==> src/rtl/lane_scroller.sv <==
// Multi-lane obstacle X scroller with shared score-scaled prescaler; `LANE_SCROLLER_BOUNCE_EN` makes lanes bounce instead of wrap.
// Latency: counter match to o_Car_X/o_Tick/o_Wrap is 1 clock; no backpressure, i_Pause holds the counter and positions in place.
module lane_scroller #(
  parameter int NUM_LANES      = 5,
  parameter int X_WIDTH        = 10,
  parameter int H_VISIBLE_AREA = 640,
  parameter int TILE_SIZE      = 32,
  parameter int C_BASE_TICK    = 781250,
  parameter int TICK_WIDTH     = 20,
  parameter int SCORE_WIDTH    = 4,
  parameter int LEVEL_STEP     = 3,
  parameter int MAX_LEVEL      = 3
) (
  input  logic                           i_Clk,
  input  logic                           i_Rst_N,
  input  logic                           i_Start,
  input  logic                           i_Pause,
  input  logic                           i_Load,
  input  logic [SCORE_WIDTH-1:0]         i_Score,
  input  logic [NUM_LANES-1:0]           i_Reverse,
  input  logic [3*NUM_LANES-1:0]         i_Speed_Mult,
  input  logic [X_WIDTH*NUM_LANES-1:0]   i_Init_X,
  output logic [X_WIDTH*NUM_LANES-1:0]   o_Car_X,
  output logic                           o_Tick,
  output logic [NUM_LANES-1:0]           o_Wrap,
  output logic [1:0]                     o_Level,
  output logic                           o_Running
);

  localparam int X_MAX = H_VISIBLE_AREA - TILE_SIZE;
  localparam logic [X_WIDTH:0] XMAX_W = (X_WIDTH+1)'(X_MAX);
  localparam logic [X_WIDTH:0] XLEN_W = (X_WIDTH+1)'(X_MAX + 1);

  typedef enum logic [1:0] {S_IDLE, S_RUN, S_PAUSE} state_t;

  state_t                 state;
  logic [TICK_WIDTH-1:0]  cnt;
  logic [TICK_WIDTH-1:0]  period_q;
  logic [X_WIDTH-1:0]     x_q    [NUM_LANES];
  logic [X_WIDTH-1:0]     x_nxt  [NUM_LANES];
  logic [X_WIDTH-1:0]     init_x [NUM_LANES];
  logic [NUM_LANES-1:0]   wrap_nxt;
  logic [SCORE_WIDTH-1:0] score_q;
  logic [1:0]             lvl;
  logic [TICK_WIDTH-1:0]  period_nxt;
  logic                   tick_match;
  logic                   count_en;
`ifdef LANE_SCROLLER_BOUNCE_EN
  logic [NUM_LANES-1:0]   flip_q;
  logic [NUM_LANES-1:0]   flip_nxt;
`endif

  // Difficulty level only takes effect when the counter restarts, so a
  // mid-period score change never shortens the period already in progress.
  assign score_q    = i_Score / SCORE_WIDTH'(LEVEL_STEP);
  assign lvl        = (score_q > SCORE_WIDTH'(MAX_LEVEL)) ? 2'(MAX_LEVEL) : score_q[1:0];
  assign period_nxt = TICK_WIDTH'(C_BASE_TICK) >> lvl;
  assign tick_match = (cnt == period_q - TICK_WIDTH'(1));
  assign count_en   = (state != S_IDLE) && !i_Pause;

  genvar g;
  generate
    for (g = 0; g < NUM_LANES; g++) begin : g_lane_io
      assign init_x[g] = i_Init_X[X_WIDTH*g +: X_WIDTH];
      assign o_Car_X[X_WIDTH*g +: X_WIDTH] = x_q[g];
    end
  endgenerate

  always_comb begin
    logic [X_WIDTH:0] x_w;
    logic [X_WIDTH:0] m_w;
    logic [X_WIDTH:0] sum_w;
    logic             dir;
    x_w      = '0;
    m_w      = '0;
    sum_w    = '0;
    dir      = 1'b0;
    wrap_nxt = '0;
`ifdef LANE_SCROLLER_BOUNCE_EN
    flip_nxt = flip_q;
`endif
    for (int k = 0; k < NUM_LANES; k++) begin
      x_w   = {1'b0, x_q[k]};
      m_w   = (X_WIDTH+1)'(i_Speed_Mult[3*k +: 3]);
      sum_w = x_w + m_w;
`ifdef LANE_SCROLLER_BOUNCE_EN
      dir = i_Reverse[k] ^ flip_q[k];
`else
      dir = i_Reverse[k];
`endif
      x_nxt[k] = x_q[k];
      if (!dir) begin
        if (sum_w > XMAX_W) begin
`ifdef LANE_SCROLLER_BOUNCE_EN
          x_nxt[k]    = X_WIDTH'(X_MAX);
          flip_nxt[k] = ~flip_q[k];
`else
          x_nxt[k] = X_WIDTH'(sum_w - XLEN_W);
`endif
          wrap_nxt[k] = 1'b1;
        end else begin
          x_nxt[k] = sum_w[X_WIDTH-1:0];
        end
      end else begin
        // m_w of zero can never exceed x_w, so a stationary lane never wraps
        if (x_w < m_w) begin
`ifdef LANE_SCROLLER_BOUNCE_EN
          x_nxt[k]    = '0;
          flip_nxt[k] = ~flip_q[k];
`else
          x_nxt[k] = X_WIDTH'(x_w + XLEN_W - m_w);
`endif
          wrap_nxt[k] = 1'b1;
        end else begin
          x_nxt[k] = X_WIDTH'(x_w - m_w);
        end
      end
    end
  end

  always_ff @(posedge i_Clk or negedge i_Rst_N) begin
    if (!i_Rst_N) begin
      state     <= S_IDLE;
      cnt       <= '0;
      period_q  <= TICK_WIDTH'(C_BASE_TICK);
      o_Level   <= '0;
      o_Tick    <= 1'b0;
      o_Wrap    <= '0;
      o_Running <= 1'b0;
      for (int k = 0; k < NUM_LANES; k++) x_q[k] <= '0;
`ifdef LANE_SCROLLER_BOUNCE_EN
      flip_q    <= '0;
`endif
    end else begin
      o_Tick <= 1'b0;
      o_Wrap <= '0;
      if (i_Load) begin
        cnt      <= '0;
        period_q <= period_nxt;
        o_Level  <= lvl;
        for (int k = 0; k < NUM_LANES; k++) x_q[k] <= init_x[k];
`ifdef LANE_SCROLLER_BOUNCE_EN
        flip_q   <= '0;
`endif
      end
      unique case (state)
        S_IDLE: begin
          for (int k = 0; k < NUM_LANES; k++) x_q[k] <= init_x[k];
          if (i_Start && !i_Load) begin
            state     <= S_RUN;
            o_Running <= 1'b1;
          end
        end
        S_RUN, S_PAUSE: begin
          // Load holds the state; otherwise the pause level picks RUN/PAUSE
          if (!i_Load) begin
            state     <= i_Pause ? S_PAUSE : S_RUN;
            o_Running <= !i_Pause;
          end
          if (!i_Load && count_en) begin
            if (tick_match) begin
              cnt      <= '0;
              period_q <= period_nxt;
              o_Level  <= lvl;
              o_Tick   <= 1'b1;
              o_Wrap   <= wrap_nxt;
              for (int k = 0; k < NUM_LANES; k++) x_q[k] <= x_nxt[k];
`ifdef LANE_SCROLLER_BOUNCE_EN
              flip_q   <= flip_nxt;
`endif
            end else begin
              cnt <= cnt + TICK_WIDTH'(1);
            end
          end
        end
        default: begin
          state     <= S_IDLE;
          o_Running <= 1'b0;
        end
      endcase
    end
  end

endmodule

==> config.mk <==
export PLATFORM = sky130hd
export DESIGN_NAME = lane_scroller
export DESIGN_NICKNAME = d
export VERILOG_FILES = /design/src/rtl/lane_scroller.sv
export SDC_FILE = /design/constraint.sdc
export NUM_CORES = 1
export LEC_CHECK = 0
export ABC_CLOCK_PERIOD_IN_PS = 4730
export CORE_UTILIZATION = 55
export CTS_CLUSTER_DIAMETER = 80
export CTS_CLUSTER_SIZE = 20
export DETAILED_ROUTE_END_ITERATION = 8
export DONT_BUFFER_PORTS = 1
export PLACE_DENSITY = 0.8
export SKIP_CTS_REPAIR_TIMING = 1
export SLEW_MARGIN = 20
export SYNTH_ARGS = -nofsm -noshare
export SYNTH_HDL_FRONTEND = slang
export SYNTH_SLANG_ARGS = --single-unit
==> constraint.sdc <==
create_clock -name i_Clk -period 4.73 [get_ports i_Clk]
set_input_delay 0.7095 -clock i_Clk [delete_from_list [all_inputs] [get_ports i_Clk]]
set_output_delay 0.7095 -clock i_Clk [all_outputs]
set_load 0.02 [all_outputs]
# After elaboration in Yosys (flattened, before gate mapping)
# Cells that the tools add are included.
dict set report totals {
  register_bits 101
  latch_bits 0
  mem_bits_rw 0
  rom_bits 0
  input_bits 79
  output_inout_bits 59
  elab_cells 126
  n_memories 0
}
dict set report classes {
  n_addsub 27
  multipliers 0
  n_div 1
  magnitude_cmp 11
  eq_ne 5
  shifts 1
  n_mux 60
  bitwise 0
  n_reduce_logical 9
}
# cell n
set op_table {}
lappend op_table {{$mux W20} 8}
lappend op_table {{$mux W10} 15}
lappend op_table {{$mux W50} 3}
lappend op_table {{$pmux W50 S2} 1}
lappend op_table {{$sub A10 B3 Y10} 10}
lappend op_table {{$add A10 B3 Y11} 5}
lappend op_table {{$gt A11 B10 Y1 const B} 5}
lappend op_table {{$add A10 B10 Y10 const B} 5}
lappend op_table {{$lt A10 B3 Y1} 5}
lappend op_table {{$sub A10 B10 Y10 const B} 5}
lappend op_table {{$add A20 B1 Y20 const B} 1}
lappend op_table {{$eq A20 B20 Y1} 1}
lappend op_table {{$mux W1} 20}
lappend op_table {{$shr A20 B2 Y20 const A} 1}
lappend op_table {{$sub A20 B1 Y20 const B} 1}
lappend op_table {{$mux W2} 8}
lappend op_table {{$mux W5} 3}
lappend op_table {{$div A4 B2 Y4 const B} 1}
lappend op_table {{$gt A4 B2 Y1 const B} 1}
lappend op_table {{$ne A2 B2 Y1 const B} 2}
lappend op_table {{$pmux W2 S2} 1}
lappend op_table {{$logic_and A1 B1 Y1} 3}
lappend op_table {{$eq A2 B1 Y1 const B} 1}
lappend op_table {{$eq A2 B2 Y1 const B} 1}
lappend op_table {{other kinds (6)} 7}

# Longest topological paths before layout
# Gate-level depths: netlist (run 1).
dict set report logic_depth {
  word_depth 8
  ltp_mapped 15
  mapped_depth_nobuf 15
}

# Worst setup path before layout (run 1)
# Ideal clock, no wire load.
dict set report synth_timing {
  path_kind {input to register}
  startpoint {input port i_Speed_Mult[11]}
  endpoint {register x_q (netlist bit o_Car_X[37])}
  setup_time_ns 0.126
  arrival_time_ns 3.829
  t_required_ns 4.604
  path_slack_ns 0.775
  path_stages 12
  path_buffers 1
  path_cell_list {inv_1 > ha_1 > nor2b_1 > a2111oi_0 > nand2_1 > xnor2_1 > a31oi_1 > or2_2 > clkbuf_1 > a221oi_1 > a21oi_1 > a221o_1}
}
dict set report synth_via {
  elab_chain_cells 7
  elab_cells_between_ends 12
  classes_between {4 x add/sub; 2 x order compare; 6 x mux}
}
# element line
set synth_lines {}
lappend synth_lines {{start: declaration} 21} ;# input logic [3*NUM_LANES-1:0] i_Speed_Mult,
lappend synth_lines {{$add A10 B3 Y11} 85} ;# sum_w = x_w + m_w;
lappend synth_lines {{$sub A10 B10 Y10 or $gt A11 B10 Y1 (tied branches)} {98, 93}}
lappend synth_lines {{$mux W10} 93} ;# if (sum_w > XMAX_W) begin
lappend synth_lines {{$mux W10 (*)} 92} ;# if (!dir) begin
lappend synth_lines {{$mux W50 (*)} 161} ;# if (tick_match) begin
lappend synth_lines {{$mux W50 (*)} 160} ;# if (!i_Load && count_en) begin
lappend synth_lines {{$pmux W50 S2 (*)} 146} ;# unique case (state)
lappend synth_lines {{end: declaration} 39} ;# logic [X_WIDTH-1:0] x_q [NUM_LANES];
# Mark *: on every way between the ends. The rest lies on a longest branch, timed or not.
# A chain may end at the register's enable or synchronous reset.

# Worst setup path in the final report (run 1)
dict set report layout_timing {
  startpoint {register period_q[2]}
  endpoint {register x_q (netlist bit o_Car_X[2])}
}
dict set report layout_via {
  elab_chain_cells 5
}
# element line
set layout_lines {}
lappend layout_lines {{start: declaration} 38} ;# logic [TICK_WIDTH-1:0] period_q;
lappend layout_lines {{start signal: assignment} 125} ;# period_q <= TICK_WIDTH'(C_BASE_TICK);
lappend layout_lines {{start signal: assignment} 139} ;# period_q <= period_nxt;
lappend layout_lines {{start signal: assignment} 163} ;# period_q <= period_nxt;
lappend layout_lines {{$sub A20 B1 Y20} 58} ;# assign tick_match = (cnt == period_q - TICK_WIDTH'(1));
lappend layout_lines {{$eq A20 B20 Y1} 58}
lappend layout_lines {{$mux W50} 161}
lappend layout_lines {{$mux W50} 160}
lappend layout_lines {{$pmux W50 S2} 146}
# No other way between the ends.

==> metrics.cfg, run 1 <==
[outcome]
status = finished, final reports clean

[synthesis]
synth_cell_type_count = 83
synth.area.top_cells = dfrtp_1 19%, ha_1 14%, xnor2_1 6.9%
synth_simple_gate_area_frac = 0.216
synth_compound_area_frac = 0.231
synth_xor_area_frac = 0.103
syn_nets = 1700
syn-mean-instance-area_um2 = 7.98
synthFlopType = dfrtp_1
syn_inst = 1478
synth_top_family_by_area = compound AO/OA/AOI/OAI gates
ys_ff_latch = 100
ys_async_sr_fraction = 1.00
synth_top_area_frac = 0.187
synth_edf_count = 0
yosys_warnings = 0
synth-adder-area-share = 0.161
yosys.area.top_type = dfrtp_1
synth_mux_area_frac = 0.0149
ys_seq_area_frac = 0.214
synthesis.area_um2 = 11800

[drt]
drtIter0Drc = 781
viasPerCell = 6.27
ant_nets = 0
wl_per_cell_um = 18.0
drt_wl_total_um = 31000
firstDrtPassIters = 5
num_vias = 10800
drc = 0

[worst_setup_path]
end_kind = register
worstSetupStartpointType = register
crit_slowest_cell = or4_1
path_max_fanout = 13
cp_common_cell = or4_1
crit_required_ps = 4990
crit_arrival_ps = 4590
critical_path.max_stage_delay_ps = 630
path_cells = or4_4 > or4_1 > or4_1 > a21oi_1 > nor4_1 > or4b_1 > nor4b_4 > inv_2 > o311ai_1
crit_buf_inv = 1
crit_type = reg2reg
cpLargestDelayFamily = simple AND/OR/NAND/NOR gates

[power_and_ir_drop]
ir_worst_vdd_v = 0.000236
p_clk_frac = 0.100
p_leak_nw = 5.32
comb_power_share = 0.654
internal_power_mw = 3.68
p_sw_frac = 0.527
power_density_nw_per_um2 = 632
p_sw_mw = 4.11
seq_power_share = 0.246

[clock_network]
clock_latency_ps = 360
cts_buffers = 9
tritoncts = done
htree_num_levels = 3
clk_pin_slew_worst_paths_ps = 70
cts.sink_count = 100
cts_root_buf = clkbuf_16
clock_path_buffers = 2

[place]
io_buffer_count = 0
dp_slack_ps = 423
post-dp-hpwl_um = 23500
gp_congestion = 0.948
placed_area_um2 = 12000

[layout]
syn2layout_area_growth_pct = 4.50
final_area_um2 = 12300
drive_above_1_share = 0.0521
final_nets = 1656
utilization = 0.586

[global_route]
grt_pass1_vias = 10200
grt_antenna_before_repair = 2
globalRouteOverflowTotal = 0
grt_usage = 0.281
grt_max_degree = 101
grt_pass1_wl_um = 50000

[floorplanning]
initial_core_util = 0.561
num_rows = 53
core_area_um2 = 21000
chipWidth_um = 148
die-area_um2 = 22000
die_h_um = 148
ios = 138

[timing]
worst_slack_ps = 394
fin_hold_ws_ps = 42.9
final_max_slew_viol_count = 0
fin_skew_ps = 8.73
tns_ps = 0
relSlewSlack = 0.355
finalCritPeriodShare = 0.917
period_minus_slack_ps = 4340
final_hold_viol_count = 0
setup_viol = 0
tightest_slew_ps = 959
rsz0062_at_grt = false
fmax_ghz = 0.231

[job]
maxCapViolations = 0

[hold_path]
min_path_type = in2async

-- area by class of cell --
cell class	count	area (µm²)
clock inverter	5	60.1
clock buffer	11	243
tap	275	344
sequential	100	2520
fill	1825	8700
multi-input combinational	1192	8610
inverter	120	450
antenna	1	2.50
timing repair buffer	11	95.1
-- path summary, 6_finish.rpt --
kind                                          end              startpoint  slack (ps)  cells past startpoint
setup / recovery             o_Car_X[2]$_DFF_PN0_   period_q[2]$_DFF_PN0_         390                      9
hold / removal             period_q[10]$_DFF_PN0_                 i_Rst_N          40                      0
setup reg to reg             o_Car_X[2]$_DFF_PN0_   period_q[2]$_DFF_PN0_         390                      9
hold reg to reg            period_q[19]$_DFF_PN1_  period_q[19]$_DFF_PN1_         510                      2
max in group asynchronous  period_q[13]$_DFF_PN1_                 i_Rst_N        4490                      0
min in group i_Clk          o_Car_X[22]$_DFF_PN0_            i_Init_X[22]         460                      2
-- routing by layer --
layer / routed length [µm] / up-vias / share of wire / GRT usage
met5: 12 / - / 0.00039 / 0
met4: 1030 / 2 / 0.033 / 0.110
met3: 2380 / 68 / 0.077 / 0.0604
met2: 14600 / 371 / 0.47 / 0.479
met1: 12900 / 5138 / 0.42 / 0.347
li1: - / 5181 / - / -
-- cell usage after synthesis, types with 9 or more instances --
cell type and instances:
nand2_1 154, ha_1 128, inv_1 118, o21ai_0 101, xnor2_1 93, dfrtp_1 88, nor2_1 86, a21oi_1 58
clkbuf_1 56, xor2_1 45, nand3_1 41, o211ai_1 41, nand2b_1 29, and2_1 27, nor2b_1 26, and3_1 24
nor3_1 21, a31oi_1 19, o31ai_1 18, a211oi_1 17, a221o_1 17, fa_1 15, o21a_1 15, mux2i_1 13
nand4_1 13, dfstp_2 12, nand3b_1 11, a21o_1 10, nor4_1 9, or2_2 9, or3_1 9
-- through the flow --
stage,std cells,power (mW)
3_3_place_gp,1698,6.76
6_report,1715,7.79
2_1_floorplan,1478,5.81
3_5_place_dp,1698,6.94
4_1_cts,1714,7.75
5_1_grt,1715,8.50
-- kinds of logic after synthesis --
kind of cell / count (synthesis)
muxes: 17
DFF: 100
and+or+nand+nor: 497
AOI/OAI and AO/OA: 397
xor gates and xnor gates: 138
adders and majority gates: 143
buffers and inverters: 186
-- cells in the final DEF (no fill, tap or decap), types with 7 or more instances in the layout --
| master | Yosys | final |
|---|---|---|
| o2111ai_1 | 7 | 7 |
| dfstp_2 | 12 | 12 |
| o311ai_0 | 8 | 8 |
| a21oi_1 | 58 | 58 |
| and3_1 | 24 | 24 |
| nand4_1 | 13 | 13 |
| nand3b_1 | 11 | 11 |
| buf_4 | 2 | 10 |
| or3_1 | 9 | 9 |
| a311oi_1 | 7 | 7 |
| a31oi_1 | 19 | 19 |
| a211oi_1 | 17 | 17 |
| a21o_1 | 10 | 10 |
| or2_2 | 9 | 9 |
| o21a_1 | 15 | 15 |
| nor2b_1 | 26 | 26 |
| nor3_1 | 21 | 21 |
| o21ai_0 | 101 | 101 |
| xor2_1 | 45 | 45 |
| fa_1 | 15 | 15 |
| ha_1 | 128 | 128 |
| inv_1 | 118 | 118 |
| o211ai_1 | 41 | 41 |
| and2_1 | 27 | 27 |
| a221o_1 | 17 | 17 |
| nand3_1 | 41 | 41 |
| a32oi_1 | 7 | 7 |
| clkbuf_16 | 0 | 9 |
| nor2_1 | 86 | 86 |
| xnor2_1 | 93 | 93 |
| nand2_1 | 154 | 154 |
| mux2i_1 | 13 | 13 |
| nor4_1 | 9 | 9 |
| o31ai_1 | 18 | 17 |
| nand2b_1 | 29 | 29 |
| dfrtp_1 | 88 | 88 |
| a32o_1 | 7 | 7 |
| or4_1 | 7 | 7 |
-- sequential cells by signal, summed over array words and instances (netlist names) --
signal    cells
o_Wrap        5
o_Car_X      50
state         2
cnt          20
period_q     20
o_Level       2
o_Tick        1
-- power by group through the flow --
stage,clock network (mW),logic [mW],registers (mW)
2_1_floorplan,0,4.14,1.67
6_report,0.778,5.10,1.91
3_3_place_gp,0,4.85,1.92
3_5_place_dp,0,5.02,1.92
5_1_grt,0.818,5.71,1.98
4_1_cts,0.791,5.05,1.91
No activity file was read; power rests on OpenSTA's default activity.
==> inputs of run 2 (changes only) <==
Settings changed: ABC_CLOCK_PERIOD_IN_PS 4730 to 3900, PLACE_DENSITY 0.8 to 0.83.
Clock period 4.73 ns to 3.9 ns, I/O delays scaled along.
==> metrics.cfg, run 2 (synthesized netlist as in run 1, its figures left out) <==
[timing]
fin_skew_ps = 7.13  ; -1.61 ps
tightest_slew_ps = 722  ; -238 ps
relSlewSlack = 0.519  ; +0.164
period_minus_slack_ps = 3830  ; -503 ps
tns_ps = 0  ; unchanged
worst_slack_ps = 66.6  ; -327 ps
setup_viol = 0  ; unchanged
finalCritPeriodShare = 0.983  ; +0.0661
fmax_ghz = 0.261  ; +13%
final_hold_viol_count = 0  ; unchanged
final_max_slew_viol_count = 0  ; unchanged

[layout]
final_area_um2 = 12800  ; +4.1%
layout_common_cells = 154 x nand2_1, 127 x ha_1, 118 x inv_1
syn2layout_area_growth_pct = 8.73
utilization = 0.610  ; +0.0237
largest_reg_flops = 50  ; unchanged
final_nets = 1705  ; +3.0%
drive_above_1_share = 0.0907  ; +0.0386
final_common_cell = nand2_1

[place]
placed_area_um2 = 12300  ; +2.3%
io_buffer_count = 0  ; unchanged
post-dp-hpwl_um = 23900  ; +1.9%
gp_congestion = 0.947  ; -0.18%
dp_slack_ps = -1.80  ; -425 ps

[drt]
ant_nets = 0  ; unchanged
wl_per_cell_um = 18.1  ; +0.36%
viasPerCell = 6.26  ; -0.18%
firstDrtPassIters = 5  ; unchanged
drtIter0Drc = 813  ; +4.1%
drt_wl_total_um = 32000  ; +3.4%
num_vias = 11100  ; +2.8%
drc = 0  ; unchanged

[power_and_ir_drop]
p_leak_nw = 5.60  ; +5.1%
ir_worst_vdd_v = 0.000352  ; +49%
power_density_nw_per_um2 = 760  ; +20%

[worst_setup_path]
r2r_end = o_Car_X[2]$_DFF_PN0_
worstSetupStartpointType = register
crit_arrival_ps = 4100  ; -490 ps
reg2reg_depth = 11  ; +2
reg2reg_slack_ps = 70  ; -330 ps
crit_required_ps = 4170  ; -820 ps
rr_startpoint = period_q[4]$_DFF_PN0_
end_kind = register
crit_type = reg2reg
path_max_fanout = 13  ; unchanged

[outcome]
status = finished, final reports clean

[floorplanning]
die_h_um = 148  ; unchanged
die-area_um2 = 22000  ; unchanged
core_area_um2 = 21000  ; unchanged
ios = 138  ; unchanged
num_rows = 53  ; unchanged
chipWidth_um = 148  ; unchanged
initial_core_util = 0.561  ; unchanged

[global_route]
gr-usage-met1 = 0.359  ; +0.0127
grt_usage = 0.287  ; +0.00502
top_usage_layer = met2
use_met2 = 0.492  ; +0.0129
met3_usage = 0.0485  ; -0.0120
grt_antenna_before_repair = 2  ; unchanged
grt_pass1_vias = 10400  ; +2.5%
globalRouteOverflowTotal = 0  ; unchanged
grt_max_degree = 101  ; unchanged
grt_pass1_wl_um = 51200  ; +2.2%

[clock_network]
cts_buffers = 9  ; unchanged
clock_latency_ps = 370  ; about the same
htree_num_levels = 3  ; unchanged
clock_path_buffers = 2  ; unchanged
clk_pin_slew_worst_paths_ps = 80  ; about the same
tritoncts = done
cts_root_buf = clkbuf_16
cts.sink_count = 100  ; unchanged

[hold_path]
min_path_type = in2async

[job]
maxCapViolations = 0  ; unchanged

==> run 2: changes by cell type in the layout (fill, tap and decap cells not counted), moves of 3 or more <==
cell | previous run | this run
nor4_1 | 9 | 6
nor4_2 | 1 | 4
buf_4 | 10 | 55
diode_2 | 1 | 4
clkbuf_16 | 9 | 12
inv_8 | 0 | 3
==> run 2: how the worst max path moves through the flow <==
stage               depth (start not counted)                   from  slack [ps]               endpoint
CTS                                        10  period_q[2]$_DFF_PN0_           4   o_Car_X[2]$_DFF_PN0_
detailed placement                         10  period_q[2]$_DFF_PN0_          -2   o_Car_X[2]$_DFF_PN0_
global route                               11  period_q[4]$_DFF_PN0_         -50   o_Car_X[2]$_DFF_PN0_
global placement                           10  period_q[2]$_DFF_PN0_         100   o_Car_X[2]$_DFF_PN0_
finish                                     11  period_q[4]$_DFF_PN0_          70   o_Car_X[2]$_DFF_PN0_
floorplan                                  12       i_Speed_Mult[11]          70  o_Car_X[37]$_DFF_PN0_
==> run 2: metal layers <==
| layer | vias to the layer above | share of wire |
|---|---|---|
| met4 | 0 | 0.027 |
| met5 | - | 0 |
| met2 | 469 | 0.49 |
| li1 | 5274 | - |
| met1 | 5259 | 0.41 |
| met3 | 64 | 0.077 |
==> run 2: layout make-up <==
class                           instances  area (µm²)
Sequential cell                       100        2520
Inverter                              120         453
Antenna cell                            4        10.0
Timing Repair Buffer                   60         531
Multi-Input combinational cell       1192        8650
Fill cell                            1789        8200
Tap cell                              275         344
Clock inverter                          6        60.1
Clock buffer                           10         250
==> run 2: power by group <==
part	internal (mW)	switching, mW
clock	0.492	0.459
sequential	1.32	0.944
combinational	2.79	3.74
total	4.61	5.14
==> run 2: worst max-delay path, cell delays in order, from the launching register on <==
cell and delay [ps]:
dfrtp_1 380, or4_4 570, or4_4 530, or4_4 500
a21oi_2 170, nor4_2 80, or4b_4 540, nor4b_4 300
buf_4 180, buf_12 130, inv_4 90, o311ai_2 260
==> run 2: metrics by stage <==
stage          total power, mW  hold slack (ps)  std cells
2_1_floorplan             7.05              289       1478
3_3_place_gp              8.35              294       1733
3_5_place_dp              8.60              293       1733
4_1_cts                   9.60             -102       1749
5_1_grt                   10.6             32.6       1764
6_report                  9.75             53.5       1767
